[config.mk]
export PLATFORM = sky130hd
export DESIGN_NAME = video_stream_fifo_writer
export DESIGN_NICKNAME = d
export VERILOG_FILES = /design/src/rtl/video_stream_fifo_writer.sv
export SDC_FILE = /design/constraint.sdc
export NUM_CORES = 1
export LEC_CHECK = 0
export ABC_AREA = 1
export CAP_MARGIN = 20
export CORE_ASPECT_RATIO = 0.7
export CORE_UTILIZATION = 45
export CTS_CLUSTER_SIZE = 40
export DETAILED_ROUTE_END_ITERATION = 10
export GPL_TIMING_DRIVEN = 1
export PLACE_DENSITY_LB_ADDON = 0.05
export SLEW_MARGIN = 20
export SYNTH_ARGS = -nofsm -noshare
export SYNTH_HDL_FRONTEND = slang
export SYNTH_SLANG_ARGS = --single-unit
export TNS_END_PERCENT = 50
[constraint.sdc]
create_clock -name clk -period 14.7 [get_ports clk]
set_input_delay 4.41 -clock clk [delete_from_list [all_inputs] [get_ports clk]]
set_output_delay 4.41 -clock clk [all_outputs]
set_load 0.005 [all_outputs]
[src/rtl/video_stream_fifo_writer.sv]
// Video stream to memory-master writer: frames pixels by SOP/EOP, tags each stored
// pixel with its frame index and buffers address/data pairs in a small FIFO.
module video_stream_fifo_writer #(
    parameter int unsigned DATA_W       = 16,
    parameter int unsigned FIFO_DEPTH   = 8,
    parameter int unsigned FRAME_PIXELS = 76800,
    parameter int unsigned ADDR_W       = 17
) (
    input  logic                          clk,
    input  logic                          reset,
    input  logic [1:0]                    mode,
    input  logic [DATA_W-1:0]             fill_color,
    input  logic                          clear_error,
    input  logic [DATA_W-1:0]             stream_data,
    input  logic                          stream_startofpacket,
    input  logic                          stream_endofpacket,
    input  logic                          stream_valid,
    output logic                          stream_ready,
    input  logic                          master_waitrequest,
    output logic                          master_write,
    output logic [DATA_W-1:0]             master_writedata,
    output logic [ADDR_W-1:0]             master_address,
    output logic                          frame_done,
    output logic                          frame_error,
    output logic [$clog2(FIFO_DEPTH):0]   fifo_level
);
    localparam int unsigned PTR_W = $clog2(FIFO_DEPTH);
    localparam int unsigned LVL_W = PTR_W + 1;
    localparam logic [ADDR_W-1:0] LAST_IDX = ADDR_W'(FRAME_PIXELS - 1);
    localparam logic [LVL_W-1:0]  FULL_LVL = LVL_W'(FIFO_DEPTH);

    typedef enum logic [1:0] {
        IDLE    = 2'd0,
        ACTIVE  = 2'd1,
        DISCARD = 2'd2
    } state_t;

    typedef struct packed {
        logic [ADDR_W-1:0] addr;
        logic [DATA_W-1:0] data;
    } entry_t;

    state_t            state, state_n;
    logic [ADDR_W-1:0] pix_cnt, pix_cnt_n;
    logic [1:0]        mode_q, mode_n, eff_mode;
    logic              done_q, done_n;
    logic              err_q, err_set;
    logic [LVL_W-1:0]  level;
    logic [PTR_W-1:0]  wr_ptr, rd_ptr;
    entry_t            mem [FIFO_DEPTH];
    entry_t            push_entry;
    logic              accept, push, pop;
    logic [ADDR_W-1:0] idx;
    logic              is_last;

    // Handshakes derive only from the registered level, so a full FIFO never accepts.
    assign stream_ready = ~reset & (level < FULL_LVL);
    assign accept       = stream_valid & stream_ready;
    assign master_write = ~reset & (level != '0);
    assign pop          = master_write & ~master_waitrequest;

    assign master_writedata = master_write ? mem[rd_ptr].data : '0;
    assign master_address   = master_write ? mem[rd_ptr].addr : '0;
    assign frame_done       = done_q & ~reset;
    assign frame_error      = err_q & ~reset;
    assign fifo_level       = reset ? '0 : level;

    // Framing FSM: an SOP beat always restarts the frame at index 0 with a fresh mode.
    always_comb begin
        state_n    = state;
        pix_cnt_n  = pix_cnt;
        mode_n     = mode_q;
        done_n     = 1'b0;
        err_set    = 1'b0;
        push       = 1'b0;
        idx        = stream_startofpacket ? '0 : pix_cnt;
        is_last    = (idx == LAST_IDX);
        eff_mode   = stream_startofpacket ? mode : mode_q;
        push_entry.addr = idx;
        case (eff_mode)
            2'd1:    push_entry.data = fill_color;
            2'd2:    push_entry.data = '0;
            default: push_entry.data = stream_data;
        endcase

        if (accept) begin
            if (stream_startofpacket) begin
                mode_n = mode;
                if (state == ACTIVE) begin
                    err_set = 1'b1;
                end
            end
            if (stream_startofpacket || state == ACTIVE) begin
                push      = 1'b1;
                pix_cnt_n = idx + ADDR_W'(1);
                if (stream_endofpacket) begin
                    state_n = IDLE;
                    if (is_last) begin
                        done_n = 1'b1;
                    end else begin
                        err_set = 1'b1;
                    end
                end else if (is_last) begin
                    state_n = DISCARD;
                    err_set = 1'b1;
                end else begin
                    state_n = ACTIVE;
                end
            end else if (state == DISCARD && stream_endofpacket) begin
                state_n = IDLE;
            end
        end
    end

    always_ff @(posedge clk) begin
        if (reset) begin
            state   <= IDLE;
            pix_cnt <= '0;
            mode_q  <= '0;
            done_q  <= 1'b0;
            err_q   <= 1'b0;
            level   <= '0;
            wr_ptr  <= '0;
            rd_ptr  <= '0;
        end else begin
            state   <= state_n;
            pix_cnt <= pix_cnt_n;
            mode_q  <= mode_n;
            done_q  <= done_n;
            // A new error in the same cycle as clear_error keeps the flag set.
            if (err_set) begin
                err_q <= 1'b1;
            end else if (clear_error) begin
                err_q <= 1'b0;
            end
            if (push) begin
                wr_ptr <= wr_ptr + PTR_W'(1);
            end
            if (pop) begin
                rd_ptr <= rd_ptr + PTR_W'(1);
            end
            if (push && !pop) begin
                level <= level + LVL_W'(1);
            end else if (!push && pop) begin
                level <= level - LVL_W'(1);
            end
        end
    end

    // Storage needs no reset: entries are only visible while level is non-zero.
    always_ff @(posedge clk) begin
        if (push) begin
            mem[wr_ptr] <= push_entry;
        end
    end

endmodule

Word-level counts from Yosys, hierarchy flattened --
Memories as Yosys holds them, arrays and structs flattened. A register that Yosys moved wholly into a read port is not among the register bits. Cells that the tools add are included.
Cells by class: $add $sub $neg 5, $lt $le $gt $ge 1, eq/ne operators 5, mux-type cells 28, bitwise logic cells 11, reductions and logical operators 13
Operator list (number):
- $mux 17 | 2
- $pmux 16 s2 | 1
- $add 17x1->17 const B | 1
- $eq 17x17->1 const B | 1
- $mux 16 | 1
- $mux 1 | 14
- $mux 4 | 3
- $mux 2 | 5
- $add 3x1->3 const B | 2
- $and 1x1->1 | 6
- $mux 3 | 2
- $reduce_bool 2->1 | 3
- $not 1->1 | 5
- $add 4x1->4 const B | 1
- $eq 2x1->1 const B | 2
- $eq 2x2->1 const B | 2
- $lt 4x4->1 const B | 1
- $reduce_and 2->1 | 2
- $reduce_bool 4->1 | 1
- $reduce_or 4->1 | 1
- $sub 4x1->4 const B | 1
- $logic_and 1x1->1 | 3
- $logic_not 1->1 | 2
- $logic_or 1x1->1 | 1
Storage, ports and cells: register bits 33, memory bits (writable) 264, logic and storage cells 72, memories 1
Memory list:
- mem | words 8, bits a word 33, read ports 1, clocked after Yosys merged registers in 1, write ports 1, RTL line 50 | entry_t mem [FIFO_DEPTH];

Longest topological paths before layout --
depth after elaboration 8, mapped depth 16

Worst setup path before layout --
No wires, ideal clock.
path kind input port to output port, start in reset, end out master_address[10], arrival 5.204 ns, required time 10.290 ns, setup slack 5.086 ns, stages on the path 4, path through a31oi_2 clkbuf_1 o21ai_0 a31oi_1
Between the ends: longest elaborated chain between the ends 3
RTL lines:
- start: declaration | RTL line 10 | input logic reset,
- $not 1->1 | RTL line 59 | assign master_write = ~reset & (level != '0);
- $and 1x1->1 | RTL line 59
- named net master_write | RTL line 20 | output logic master_write,
- $mux 17 | RTL line 63 | assign master_address = master_write ? mem[rd_ptr].addr : '0;
- end: declaration | RTL line 22 | output logic [ADDR_W-1:0] master_address,
The timed path passes the listed nets, and every way through them passes these cells.

Worst setup path in the final report --
start in reset, end out master_writedata[7]
Between the ends: longest elaborated chain between the ends 3
RTL lines:
- $not 1->1 | RTL line 59
- $and 1x1->1 | RTL line 59
- $mux 16 | RTL line 62 | assign master_writedata = master_write ? mem[rd_ptr].data : '0;
- end: declaration | RTL line 21 | output logic [DATA_W-1:0] master_writedata,
No other way between the ends.

==> impl_metrics.ini <==
[synth]
synth.distinct_cells = 39
yosysTopAreaCell = edfxtp_1
yosysMostFrequentCell = edfxtp_1
async_flop_share_pct = 0
synth_xor_area_share_pct = 0.2800
ys_top_cells_by_area = edfxtp_1 (63%), nor2_1 (7.4%), o21ai_0 (7.1%), dfxtp_1 (5.8%), nand2_1 (2.9%)
synth_top_family_by_area = simple AND/OR/NAND/NOR gates
yosysSeqAreaShare_pct = 69.12
synthCells = 1121
ys_seq_elements = 300
syn_avg_cell_area_sq_um = 11.16
yosys.area_share.simple_pct = 13.66
synth_area_sq_um = 12510
yosys_warnings = 0
synth_compound_area_share_pct = 11.74
synth_ff_type = edfxtp_1
synth-edff-count = 264
synthTopCellsByCount = edfxtp_1 (264), nor2_1 (246), o21ai_0 (178)
synth_top_area_share_pct = 63.36
synth_adder_area_share_pct = 0.8600
syn_nets = 1170
synth_mux_area_share_pct = 0.08000

[worst_setup_path]
crit_chain = clkdlybuf4s50_1 -> a31oi_4 -> buf_16 -> o21ai_0 -> a31oi_1 -> clkdlybuf4s50_1
worst-setup-path-type = input pin to output port
crit_path_start_kind = input pin
worst_setup_path_end_kind = output port
crit_family = buffers and inverters
crit_required_ps = 10290
cp_slowest_cell = clkdlybuf4s50_1
worst_r2r_endpoint = mem[2][19]
cp_max_fo = 23
crit_path_frequent_cell = clkdlybuf4s50_1
ff2ff_path_depth = 8
arrival_ps = 7360
slowest_delay_ps = 960
worstReg2RegStart = level[3]
path_buf_inv = 3
r2r_slack_ps = 11680

[worst_hold_path]
hp-class = register to register
min_to = rd_ptr[2]
holdPathStages = 2
worstHoldStart = rd_ptr[2]

[timing]
hold_viol = 0
tightestPinTransition_ps = 1056
final.setup.tns_ps = 0
hold_slack_ps = 460.0
fin_crit_ps = 11770
rsz0062_at_grt = no
fin_skew_ps = 14.92
setup_viol = 0
finalMaxSlewViolations = 0
fin_ws_ps = 2929
fin_crit_sh_pct = 80.07
fmax_ghz = 0.08496
slew_headroom_pct = 29.37

[cts]
cts_tree = built
cts_resized = 0
insertion_delay_ps = 540
cts_setup_buffers = 0
cts_max_path_buffers = 3
clkTransAtPathRegs_ps = 70
cts-buffers-inserted = 29
cts-root-buf = clkbuf_16
htreeDepth = 1
clock-sinks = 300
holdBufCountCts = 0

[finish]
antennaDiodeCount = 0
drive_gt1_share_pct = 8.056
nets = 1231
area_growth_pct = 16.76
stdcell_count = 1568
final_util_pct = 54.06

[pwr]
switchingPower_mw = 0.5466
ir_drop_v = 0.00008387
p_clk_share_pct = 36.3
power_density_nw_per_um2 = 140.3
p_comb_share_pct = 16.6
power_leakage_nw = 5.010
internal-power_mw = 1.503
switching_share_pct = 26.67
seqPwrFrac_pct = 47.0

[routing]
drt_iter0_markers = 566
ant_nets = 0
drtPass1Iterations = 4
num_vias = 8422
drt-total-wl_um = 30250
routed_via_density = 5.371
wire_per_inst_um = 19.29
drc = 0

[global_routing]
grt_max_degree = 95
antenna_found_initial = 0
grt_pass1_wl_um = 47180
grt_pass1_vias = 7807
grt_usage_pct = 21.37
grt_overflow = 0

[die]
fp.dieArea_sq_um = 28490
die_width_um = 201.3
fp.coreArea_sq_um = 27030
rows = 50
die_h_um = 141.5
io_pins = 82
start_util_pct = 46.30

[place]
io_buffers = 81
place_hpwl_um = 17290
place.gp.congestion = 0.7824
pre_cts_slack_ps = 2677
dp.cells = 1514

[status]
outcome = finished clean

[flow_run]
cap_viol_max_count = 0
-- per-layer routing --
metal  track usage, %  vias up  wire [um]
met5                0        -          0
met3            2.412       32       1131
met4            3.907        0        427
met2            32.31      182      13400
li1                 -     4092          -
met1            33.46     4116      15290
-- kinds of logic (layout without fill, tap and decap cells) --
logic type,Yosys count,in the layout
AND/OR/NAND/NOR,411,411
flip-flops,300,300
AO/OA/AOI/OAI,274,274
buffers and inverters,123,206
adder cells (fa/ha/maj),8,8
XOR/XNOR,4,4
multiplexers,1,1
-- layout make-up --
class,count,area [sq um]
Tap cell,364,455.4
Inverter,55,211.5
Fill cell,2385,12420
Clock buffer,36,752.0
Timing Repair Buffer,98,958.4
Sequential cell,300,8653
Multi-Input combinational cell,698,3390
Clock inverter,17,188.9
-- worst register-to-register path: stages (launching register included) --
cell and delay [ps]:
dfxtp_1 330, nor2_2 140, nand2_2 150, inv_2 80
nand2_2 210, inv_2 480, nand2_2 270, nor2_4 560
buf_4 460
-- cells in the final DEF, fill, tap and decap left out, drive strengths merged --
master         synthesis  routed
nor4                   1       1
nand3                 36      36
nor2                 256     256
clkdlybuf4s50          0      81
bufinv                 0       4
mux2i                  1       1
nor3b                  1       1
nand2                103     103
xnor2                  2       2
o22ai                 34      34
xor2                   2       2
a21boi                 1       1
o21ai                184     184
clkinv                 1      15
clkbuf                40      36
o311ai                 1       1
buf                   28      17
ha                     7       7
dfxtp                 36      36
nor3                   7       7
nand4                  6       6
a21oi                 20      20
inv                   54      52
clkinvlp               0       1
fa                     1       1
edfxtp               264     264
a31oi                 34      34
nand3b                 1       1
-- metrics by stage --
step                power, mW  cell area, sq um
floorplan               1.185             12510
global placement        1.322             13640
detailed placement      1.322             13640
CTS                     2.062             14580
global route            2.138             14610
finish                  2.050             14610
-- power groups by stage --
stage	Clock (mW)	Sequential, mW	Combinational (mW)
2_1_floorplan	0	0.969	0.216
5_1_grt	0.788	0.966	0.383
6_report	0.745	0.964	0.341
4_1_cts	0.757	0.965	0.340
3_5_place_dp	0	0.983	0.340
3_3_place_gp	0	0.982	0.340
-- worst max-delay path by stage --
stage	slack (ps)	cells past startpoint	start	end
after floorplan	5090	4	reset	master_address[10]
after global placement	2850	5	reset	master_writedata[6]
after detailed placement	2680	5	reset	master_writedata[7]
after CTS	2670	5	reset	master_writedata[7]
after global routing	2790	6	reset	master_address[5]
final	2930	6	reset	master_writedata[7]
-- flip-flops by register name, indices dropped and copies added (netlist names), named ones only --
signal and count:
done_q 1, err_q 1, level 4, mem 264, mode_q 2, pix_cnt 17, rd_ptr 3, state 2
wr_ptr 3
(Power assumes the default switching activity.)
